==> config.mk <==
export PLATFORM = sky130hd
export DESIGN_NAME = add_sub_serial
export DESIGN_NICKNAME = d
export VERILOG_FILES = /design/src/rtl/add_sub_pkg.sv /design/src/rtl/add_slice.sv /design/src/rtl/full_adder.sv /design/src/rtl/add_sub_serial.sv
export SDC_FILE = /design/constraint.sdc
export NUM_CORES = 1
export LEC_CHECK = 0
export ABC_AREA = 0
export CAP_MARGIN = 10
export CELL_PAD_IN_SITES_DETAIL_PLACEMENT = 0
export CELL_PAD_IN_SITES_GLOBAL_PLACEMENT = 1
export CORE_MARGIN = 2
export CORE_UTILIZATION = 44
export CTS_CLUSTER_DIAMETER = 150
export DETAILED_ROUTE_END_ITERATION = 10
export PLACE_DENSITY_LB_ADDON = 0.1
export SLEW_MARGIN = 30
export SYNTH_ARGS = -nofsm -noshare
export SYNTH_HDL_FRONTEND = slang
export SYNTH_HIERARCHICAL = 1
export SYNTH_SLANG_ARGS = --single-unit
==> constraint.sdc <==
create_clock -name i_clk -period 7.9 [get_ports i_clk]
set_clock_uncertainty 0.2 [all_clocks]
set_input_delay 1.975 -clock i_clk [delete_from_list [all_inputs] [get_ports i_clk]]
set_output_delay 1.975 -clock i_clk [all_outputs]
set_load 0.02 [all_outputs]
==> src/rtl/add_sub_pkg.sv <==
// Shared types and constants for the serial add/sub datapath.
package add_sub_pkg;

  typedef enum logic [1:0] {
    IDLE = 2'd0,
    CALC = 2'd1,
    DONE = 2'd2
  } state_e;

  localparam logic MODE_ADD = 1'b0;
  localparam logic MODE_SUB = 1'b1;

endpackage

==> src/rtl/add_slice.sv <==
// SLICE-bit ripple-carry adder built from full_adder cells.
module add_slice #(
  parameter int SLICE = 4
) (
  input  logic [SLICE-1:0] a_i,
  input  logic [SLICE-1:0] b_i,
  input  logic             c_i,
  output logic [SLICE-1:0] s_o,
  output logic             c_o
);

  logic [SLICE:0] carry;

  assign carry[0] = c_i;
  assign c_o      = carry[SLICE];

  for (genvar i = 0; i < SLICE; i++) begin : g_bit
    full_adder u_fa (
      .a_i (a_i[i]),
      .b_i (b_i[i]),
      .c_i (carry[i]),
      .s_o (s_o[i]),
      .c_o (carry[i+1])
    );
  end

endmodule

==> src/rtl/full_adder.sv <==
// One-bit full adder cell used to build the slice ripple adder.
module full_adder (
  input  logic a_i,
  input  logic b_i,
  input  logic c_i,
  output logic s_o,
  output logic c_o
);

  assign s_o = a_i ^ b_i ^ c_i;
  assign c_o = (a_i & b_i) | (c_i & (a_i ^ b_i));

endmodule

==> src/rtl/add_sub_serial.sv <==
// Digit-serial adder/subtractor: one SLICE-bit digit per clock through a single
// shared slice adder, with valid/ready on both sides and signed overflow.
module add_sub_serial
  import add_sub_pkg::*;
#(
  parameter int WIDTH = 16,
  parameter int SLICE = 4
) (
  input  logic             i_clk,
  input  logic             i_rst_n,
  input  logic             i_valid,
  output logic             o_ready,
  input  logic [WIDTH-1:0] i_op1,
  input  logic [WIDTH-1:0] i_op2,
  input  logic             i_sub,
  input  logic             i_carry_borrow,
  output logic             o_valid,
  input  logic             i_ready,
  output logic [WIDTH-1:0] o_res,
  output logic             o_carry_borrow,
  output logic             o_overflow,
  output logic             o_busy,
  output logic [1:0]       o_dbg_state
);

  localparam int N  = WIDTH / SLICE;
  localparam int CW = (N > 1) ? $clog2(N) : 1;
  localparam logic [CW-1:0] LAST = CW'(N - 1);

  if ((SLICE < 1) || (SLICE > WIDTH) || ((WIDTH % SLICE) != 0)) begin : g_bad_cfg
    $fatal(1, "add_sub_serial: SLICE must divide WIDTH and not exceed it");
  end

  // Handshake: a request transfers on a rising edge with i_valid && o_ready;
  // a result transfers on a rising edge with o_valid && i_ready. Both ready
  // and valid are decoded from registered state only.

  state_e            state_q, state_d;
  logic [CW-1:0]     cnt_q, cnt_d;
  logic [WIDTH-1:0]  op1_q, op1_d;
  logic [WIDTH-1:0]  b_q, b_d;
  logic [WIDTH-1:0]  work_q, work_d;
  logic [WIDTH-1:0]  res_q, res_d;
  logic              carry_q, carry_d;
  logic              sub_q, sub_d;
  logic              cb_q, cb_d;
  logic              ovf_q, ovf_d;

  logic [SLICE-1:0]  a_s, b_s, sum_s;
  logic              c_out;
  logic [WIDTH-1:0]  res_next;

  assign a_s = op1_q[int'(cnt_q)*SLICE +: SLICE];
  assign b_s = b_q[int'(cnt_q)*SLICE +: SLICE];

  add_slice #(.SLICE(SLICE)) u_slice (
    .a_i (a_s),
    .b_i (b_s),
    .c_i (carry_q),
    .s_o (sum_s),
    .c_o (c_out)
  );

  always_comb begin
    state_d  = state_q;
    cnt_d    = cnt_q;
    op1_d    = op1_q;
    b_d      = b_q;
    work_d   = work_q;
    res_d    = res_q;
    carry_d  = carry_q;
    sub_d    = sub_q;
    cb_d     = cb_q;
    ovf_d    = ovf_q;
    res_next = work_q;
    res_next[int'(cnt_q)*SLICE +: SLICE] = sum_s;

    case (state_q)
      IDLE: begin
        if (i_valid) begin
          // Subtraction is op1 + ~op2 + ~borrow_in.
          op1_d   = i_op1;
          b_d     = (i_sub == MODE_SUB) ? ~i_op2 : i_op2;
          carry_d = (i_sub == MODE_SUB) ? ~i_carry_borrow : i_carry_borrow;
          sub_d   = i_sub;
          cnt_d   = '0;
          work_d  = '0;
          state_d = CALC;
        end
      end
      CALC: begin
        work_d  = res_next;
        carry_d = c_out;
        cnt_d   = cnt_q + 1'b1;
        if (cnt_q == LAST) begin
          cnt_d   = '0;
          res_d   = res_next;
          cb_d    = (sub_q == MODE_SUB) ? ~c_out : c_out;
          ovf_d   = (op1_q[WIDTH-1] == b_q[WIDTH-1]) &&
                    (res_next[WIDTH-1] != op1_q[WIDTH-1]);
          state_d = DONE;
        end
      end
      DONE: begin
        if (i_ready) state_d = IDLE;
      end
      default: state_d = IDLE;
    endcase
  end

  always_ff @(posedge i_clk or negedge i_rst_n) begin
    if (!i_rst_n) begin
      state_q <= IDLE;
      cnt_q   <= '0;
      op1_q   <= '0;
      b_q     <= '0;
      work_q  <= '0;
      res_q   <= '0;
      carry_q <= 1'b0;
      sub_q   <= MODE_ADD;
      cb_q    <= 1'b0;
      ovf_q   <= 1'b0;
    end else begin
      state_q <= state_d;
      cnt_q   <= cnt_d;
      op1_q   <= op1_d;
      b_q     <= b_d;
      work_q  <= work_d;
      res_q   <= res_d;
      carry_q <= carry_d;
      sub_q   <= sub_d;
      cb_q    <= cb_d;
      ovf_q   <= ovf_d;
    end
  end

  assign o_ready        = (state_q == IDLE);
  assign o_valid        = (state_q == DONE);
  assign o_busy         = (state_q != IDLE);
  assign o_res          = res_q;
  assign o_carry_borrow = cb_q;
  assign o_overflow     = ovf_q;
  assign o_dbg_state    = state_q;

endmodule

**Word-level counts from Yosys, hierarchy flattened**

Index checks and enable logic that the tools add are counted.
W data, S select, Z words.

- Flip-flop bits (word level): 72
- Input bits: 38
- Output and inout bits: 23
- Logic and storage cells: 70

- $add $sub $neg: 2
- Equal/unequal tests: 8
- Shifts and indexed selects: 4
- Multiplexer cells: 15
- Bitwise operators: 23
- Reductions and logical operators: 8

Operators by type and width:

| operator | number |
|---|---|
| $neg A4 Y33 | 1 |
| $shift A4 B33 Y16 const A | 1 |
| $shiftx A4 B33 Y16 | 1 |
| $mux W16 | 2 |
| $pmux W16 S2 | 1 |
| $shiftx A16 B5 Y4 | 2 |
| $bwmux W16 | 1 |
| $not A16 Y16 | 1 |
| $mux W2 | 5 |
| $and A1 B1 Y1 | 8 |
| $xor A1 B1 Y1 | 8 |
| $pmux W2 S3 | 1 |
| $reduce_and A2 Y1 | 3 |
| $eq A2 B2 Y1 const B | 2 |
| $ne A2 B2 Y1 const B | 2 |
| $or A1 B1 Y1 | 4 |
| $pmux W2 S2 | 1 |
| $reduce_bool A2 Y1 | 2 |
| $mux W1 | 3 |
| $reduce_and A3 Y1 | 1 |
| $add A2 B1 Y2 const B | 1 |
| $eq A2 B1 Y1 const B | 1 |
| $logic_not A2 Y1 | 1 |
| $ne A2 B1 Y1 const B | 1 |
| other kinds (5) | 6 |

**Logic depth before layout (Yosys ltp)**

- Depth in word-level cells: 13
- Depth in mapped cells: 11
- Mapped depth without buffers: 8

**Cells and area by module**

The synthesis kept the hierarchy.

Modules (own cells, without submodules):

| module | instances | cells each | area an instance (sq um) | sequential area each (sq um) |
|---|---|---|---|---|
| add_sub_serial | 1 | 332 | 3442.1 | 1801.7 |
| full_adder | 4 | 1 | 20.0 | 0.0 |

**Worst setup path before layout**

No wires, ideal clock.

- Path type: flip-flop to flip-flop
- From: register cnt_q[0]
- To: register ovf_q (netlist: o_overflow)
- Setup time: 0.131 ns
- Arrival: 3.659 ns
- Data required time: 7.569 ns
- Slack: 3.910 ns
- Cell stages (with the launch flop): 11
- Buffers on the path: 3
- Period minus slack after synthesis: 3.990 ns
- Cell sequence: dfrtp_1 -> buf_2 -> buf_4 -> mux4_2 -> fa_1 -> fa_1 -> fa_1 -> fa_1 -> clkbuf_1 -> a2111oi_2 -> or3_1

- Cells in the longest elaborated chain, start to end: 13
- Elaborated cells on any way between the ends: 27
- Classes of those cells: add/sub: 1; eq/ne: 2; shift: 4; mux: 1; bitwise: 17; reduce/logical: 2

RTL lines:

| item | line | source |
|---|---|---|
| start, declared | add_sub_serial.sv:39 | `logic [CW-1:0] cnt_q, cnt_d;` |
| start signal, assigned | add_sub_serial.sv:125 | `cnt_q <= cnt_d;` |
| $shiftx A16 B5 Y4 * | add_sub_serial.sv:53 | `assign a_s = op1_q[int'(cnt_q)*SLICE +: SLICE];` |
| via a_s[0] | add_sub_serial.sv:49 | `logic [SLICE-1:0] a_s, b_s, sum_s;` |
| $xor A1 B1 Y1 | full_adder.sv:11 | `assign c_o = (a_i & b_i) \| (c_i & (a_i ^ b_i));` |
| $and A1 B1 Y1 | full_adder.sv:11 |  |
| $or A1 B1 Y1 * | full_adder.sv:11 |  |
| via u_slice.carry[1] | add_slice.sv:12 | `logic [SLICE:0] carry;` |
| $and A1 B1 Y1 * | full_adder.sv:11 |  |
| $or A1 B1 Y1 * | full_adder.sv:11 |  |
| via u_slice.carry[2] | add_slice.sv:12 |  |
| (+1 left out) | - |  |
| $or A1 B1 Y1 * | full_adder.sv:11 |  |
| via u_slice.carry[3] | add_slice.sv:12 |  |
| $xor A1 B1 Y1 * | full_adder.sv:10 | `assign s_o = a_i ^ b_i ^ c_i;` |
| via sum_s[3] | add_sub_serial.sv:49 |  |
| $shiftx A4 B33 Y16 * | add_sub_serial.sv:76 | `res_next[int'(cnt_q)*SLICE +: SLICE] = sum_s;` |
| $bwmux W16 * | add_sub_serial.sv:76 |  |
| $ne A1 B1 Y1 * | add_sub_serial.sv:100 | `(res_next[WIDTH-1] != op1_q[WIDTH-1]);` |
| $logic_and A1 B1 Y1 * | add_sub_serial.sv:99 | `ovf_d = (op1_q[WIDTH-1] == b_q[WIDTH-1]) &&` |
| end signal, assigned | add_sub_serial.sv:133 | `ovf_q <= ovf_d;` |
| end, declared | add_sub_serial.sv:47 | `logic ovf_q, ovf_d;` |

The timed path passes the listed nets; every way through them passes the cells marked *.
A chain may end at the register's enable or synchronous reset.

**Worst setup path after layout**

Ends and elaborated chain as after synthesis.

==> reports/qor.yml <==
yosys:
  syn_area_per_cell_um2: 10.48
  synth_cell_types: 39
  netlist_instances: 336
  ys_seq_elements: 72
  yosysSeqAreaShare: 0.5115
  yosys_warnings: 6
  netlist_area_um2: 3522
  syn_nets: 384
timing:
  rsz0062_at_grt: "no"
  setup_viol: 0
  finalCritPeriodShare: 0.5445
  clock.fmax_mhz: 232.5
  min_period_ps: 4301
  hold_violations: 0
  fin_tns_setup_ps: 0
  hold_slack_ps: 275.7
  slew_viol_final: 0
  tightest_slew_ps: 789.9
  maxSlewHeadroom: 0.4734
route:
  vias_per_cell: 5.079
  wl_met2_mm: 3.314
  drc: 0
  drt_pre_antenna_iters: 4
  wl_met3_um: 243
  ant_nets: 0
  via_count: 2499
  top_layer_used: "met4"
  wl_mm: 6.902
  drtIter0Drc: 113
  wl_met1_mm: 3.222
  wl_per_cell_um: 14.03
worst_setup_path:
  cp-start-kind: "flop"
  r2r_end: "o_overflow"
  arrival_ps: 4320
  r2r_cells: 7
  worstSetupEndpoint: "o_overflow"
  timing.reg2reg.setup_slack_ps: 3600
  endpoint_kind: "flop"
  worstSetupStartpoint: "cnt_q[0]"
  required_ps: 7920
  critical_path_class: "reg -> reg"
  critPathMaxFanout: 18
  r2r_start: "cnt_q[0]"
clock_tree:
  cts_made_buffers: 9
  cts_tree: "built"
  postCtsResizedCells: 0
  postCtsSetupBuffers: 0
  cts.htree.levels: 3
  clockBufferDepth: 2
  hold_buffers: 0
  cts-root-buf: "clkbuf_8"
  cts_sinks: 72
  clkTransAtPathRegs_ps: 80
  clk_latency_ps: 340
die:
  die_x_um: 93.47
  num_rows: 32
  die_h_um: 93.47
  start_util: 0.4558
  ioPinCount: 61
  coreArea_um2: 7727
  dieArea_um2: 8737
power_and_ir_drop:
  power.share.clock: 0.148
  vdd_ir_drop_max_uv: 291.9
  pwr-share-comb: 0.508
  swShare: 0.4296
  p_sw_uw: 788.0
  p_int_uw: 1046
  power_density_nw_per_um2: 423.6
  pwr-share-seq: 0.345
  leakage_uw: 0.001914
global_routing:
  track_usage: 0.1736
  grt_first_pass_wirelength_mm: 11.69
  antenna_found_initial: 0
  grt_max_degree: 73
  overflow: 0
  grt_pass1_vias: 2374
job:
  drv_cap: 0
placed_design:
  numPortBuffers: 60
  place.gp.congestion: 0.7917
  dpl_cell_area_um2: 4148
  dpl.hpwl_mm: 4.631
cells_and_area:
  mostFrequentLayoutCells: "86 x nand2_1, 72 x dfrtp_1, 58 x clkdlybuf4s50_1, 28 x o21ai_1, 17 x xnor2_1"
  final_common_cell: "nand2_1"
  final_core_util: 0.5604
  syn_to_final_growth_pct: 22.95
  n_antenna_cell: 0
  final_area_um2: 4330
  drive_above_1_share: 0.08718
  final_nets: 433
outcome:
  outcome: "finished, final reports clean"
min_path:
  min_path_type: "reg -> reg"
==> through the flow <==
step | total power [uW] | cells | setup WS, ps
6_report | 1834 | 492 | 3599
5_1_grt | 1983 | 492 | 3338
4_1_cts | 1856 | 492 | 3545
3_5_place_dp | 1584 | 476 | 3583
3_3_place_gp | 1569 | 476 | 3645
2_1_floorplan | 1265 | 336 | 3910
==> layer usage <==
layer | vias to the layer above | GRT usage
li1 | 1254 | -
met1 | 1185 | 0.2350
met2 | 49 | 0.2686
met3 | 11 | 0.03787
met4 | 0 | 0.07721
met5 | - | 0
==> synth_stat cells <==
cell / n / area share
nand2_1: 86 / 0.092
dfrtp_1: 72 / 0.51
o21ai_1: 28 / 0.040
xnor2_1: 17 / 0.042
a32o_1: 15 / 0.043
buf_2: 13 / 0.018
o21ai_0: 13 / 0.018
a21oi_1: 12 / 0.017
nor2b_1: 12 / 0.021
inv_1: 8 / 0.0085
mux4_2: 8 / 0.051
clkbuf_1: 6 / 0.0064
ha_1: 6 / 0.021
fa_1: 4 / 0.023
a32oi_1: 3 / 0.0075
a22oi_1: 2 / 0.0043
and2b_1: 2 / 0.0043
buf_1: 2 / 0.0021
buf_4: 2 / 0.0043
nand2b_1: 2 / 0.0036
nand3_1: 2 / 0.0028
nor2_1: 2 / 0.0021
nor3b_2: 2 / 0.0071
o31ai_1: 2 / 0.0043
a2111oi_2: 1 / 0.0043
and2_1: 1 / 0.0018
and4b_1: 1 / 0.0028
and4bb_1: 1 / 0.0036
and4bb_2: 1 / 0.0036
buf_6: 1 / 0.0032
clkbuf_2: 1 / 0.0014
mux2_1: 1 / 0.0032
nand3b_4: 1 / 0.0057
nor4b_1: 1 / 0.0025
nor4bb_1: 1 / 0.0028
o21ba_2: 1 / 0.0028
or3_1: 1 / 0.0018
or3b_1: 1 / 0.0025
xor2_1: 1 / 0.0025
==> kinds of logic (layout without fill, tap and decap cells) <==
logic type	count (synthesis)	after routing	synth area share
adders and majority gates	10	10	0.04405
DFF	72	72	0.5115
and+or+nand+nor	117	117	0.1599
xor gates and xnor gates	18	18	0.04476
AOI/OAI and AO/OA	77	77	0.1410
buffers and inverters	33	87	0.04440
muxes	9	9	0.05435
==> worst max-delay path, cell delays in order (launching register included) <==
cell,delay (ps)
dfrtp_1,860
mux4_2,610
fa_1,440
fa_1,390
fa_1,410
fa_1,740
a2111oi_2,120
or3_1,380
==> flip-flops by register name, indices dropped and copies added, names as in the netlist <==
name,cells
op1_q,16
sub_q,1
o_dbg_state,2
b_q,16
carry_q,1
o_overflow,1
o_carry_borrow,1
cnt_q,2
o_res,16
work_q,16
==> worst min-delay path by stage <==
stage / startpoint / to / slack, ps / cells after the start
floorplan: op1_q[10] / op1_q[10] / 240 / 2
global placement: op1_q[7] / op1_q[7] / 260 / 2
detailed placement: op1_q[7] / op1_q[7] / 260 / 2
CTS: op1_q[7] / op1_q[7] / 280 / 2
global route: o_res[14] / o_res[14] / 300 / 2
finish: op1_q[7] / op1_q[7] / 280 / 2
==> final cells by class <==
| cell class | count | area, um^2 |
|---|---|---|
| Fill cell | 693 | 3397 |
| Sequential cell | 72 | 1802 |
| Multi-Input combinational cell | 231 | 1570 |
| Timing Repair Buffer | 63 | 616.8 |
| Clock buffer | 13 | 168.9 |
| Tap cell | 102 | 127.6 |
| Inverter | 8 | 30.03 |
| Clock inverter | 3 | 15.01 |
==> power by group through the flow <==
stage                     sequential (uW)  clock (uW)  combinational (uW)
after detailed placement              643           0                 941
final                                 632         271                 931
after global routing                  656         295                1030
after CTS                             637         276                 943
after global placement                637           0                 931
after floorplan                       631           0                 634
Power figures use the tool's default switching activity.
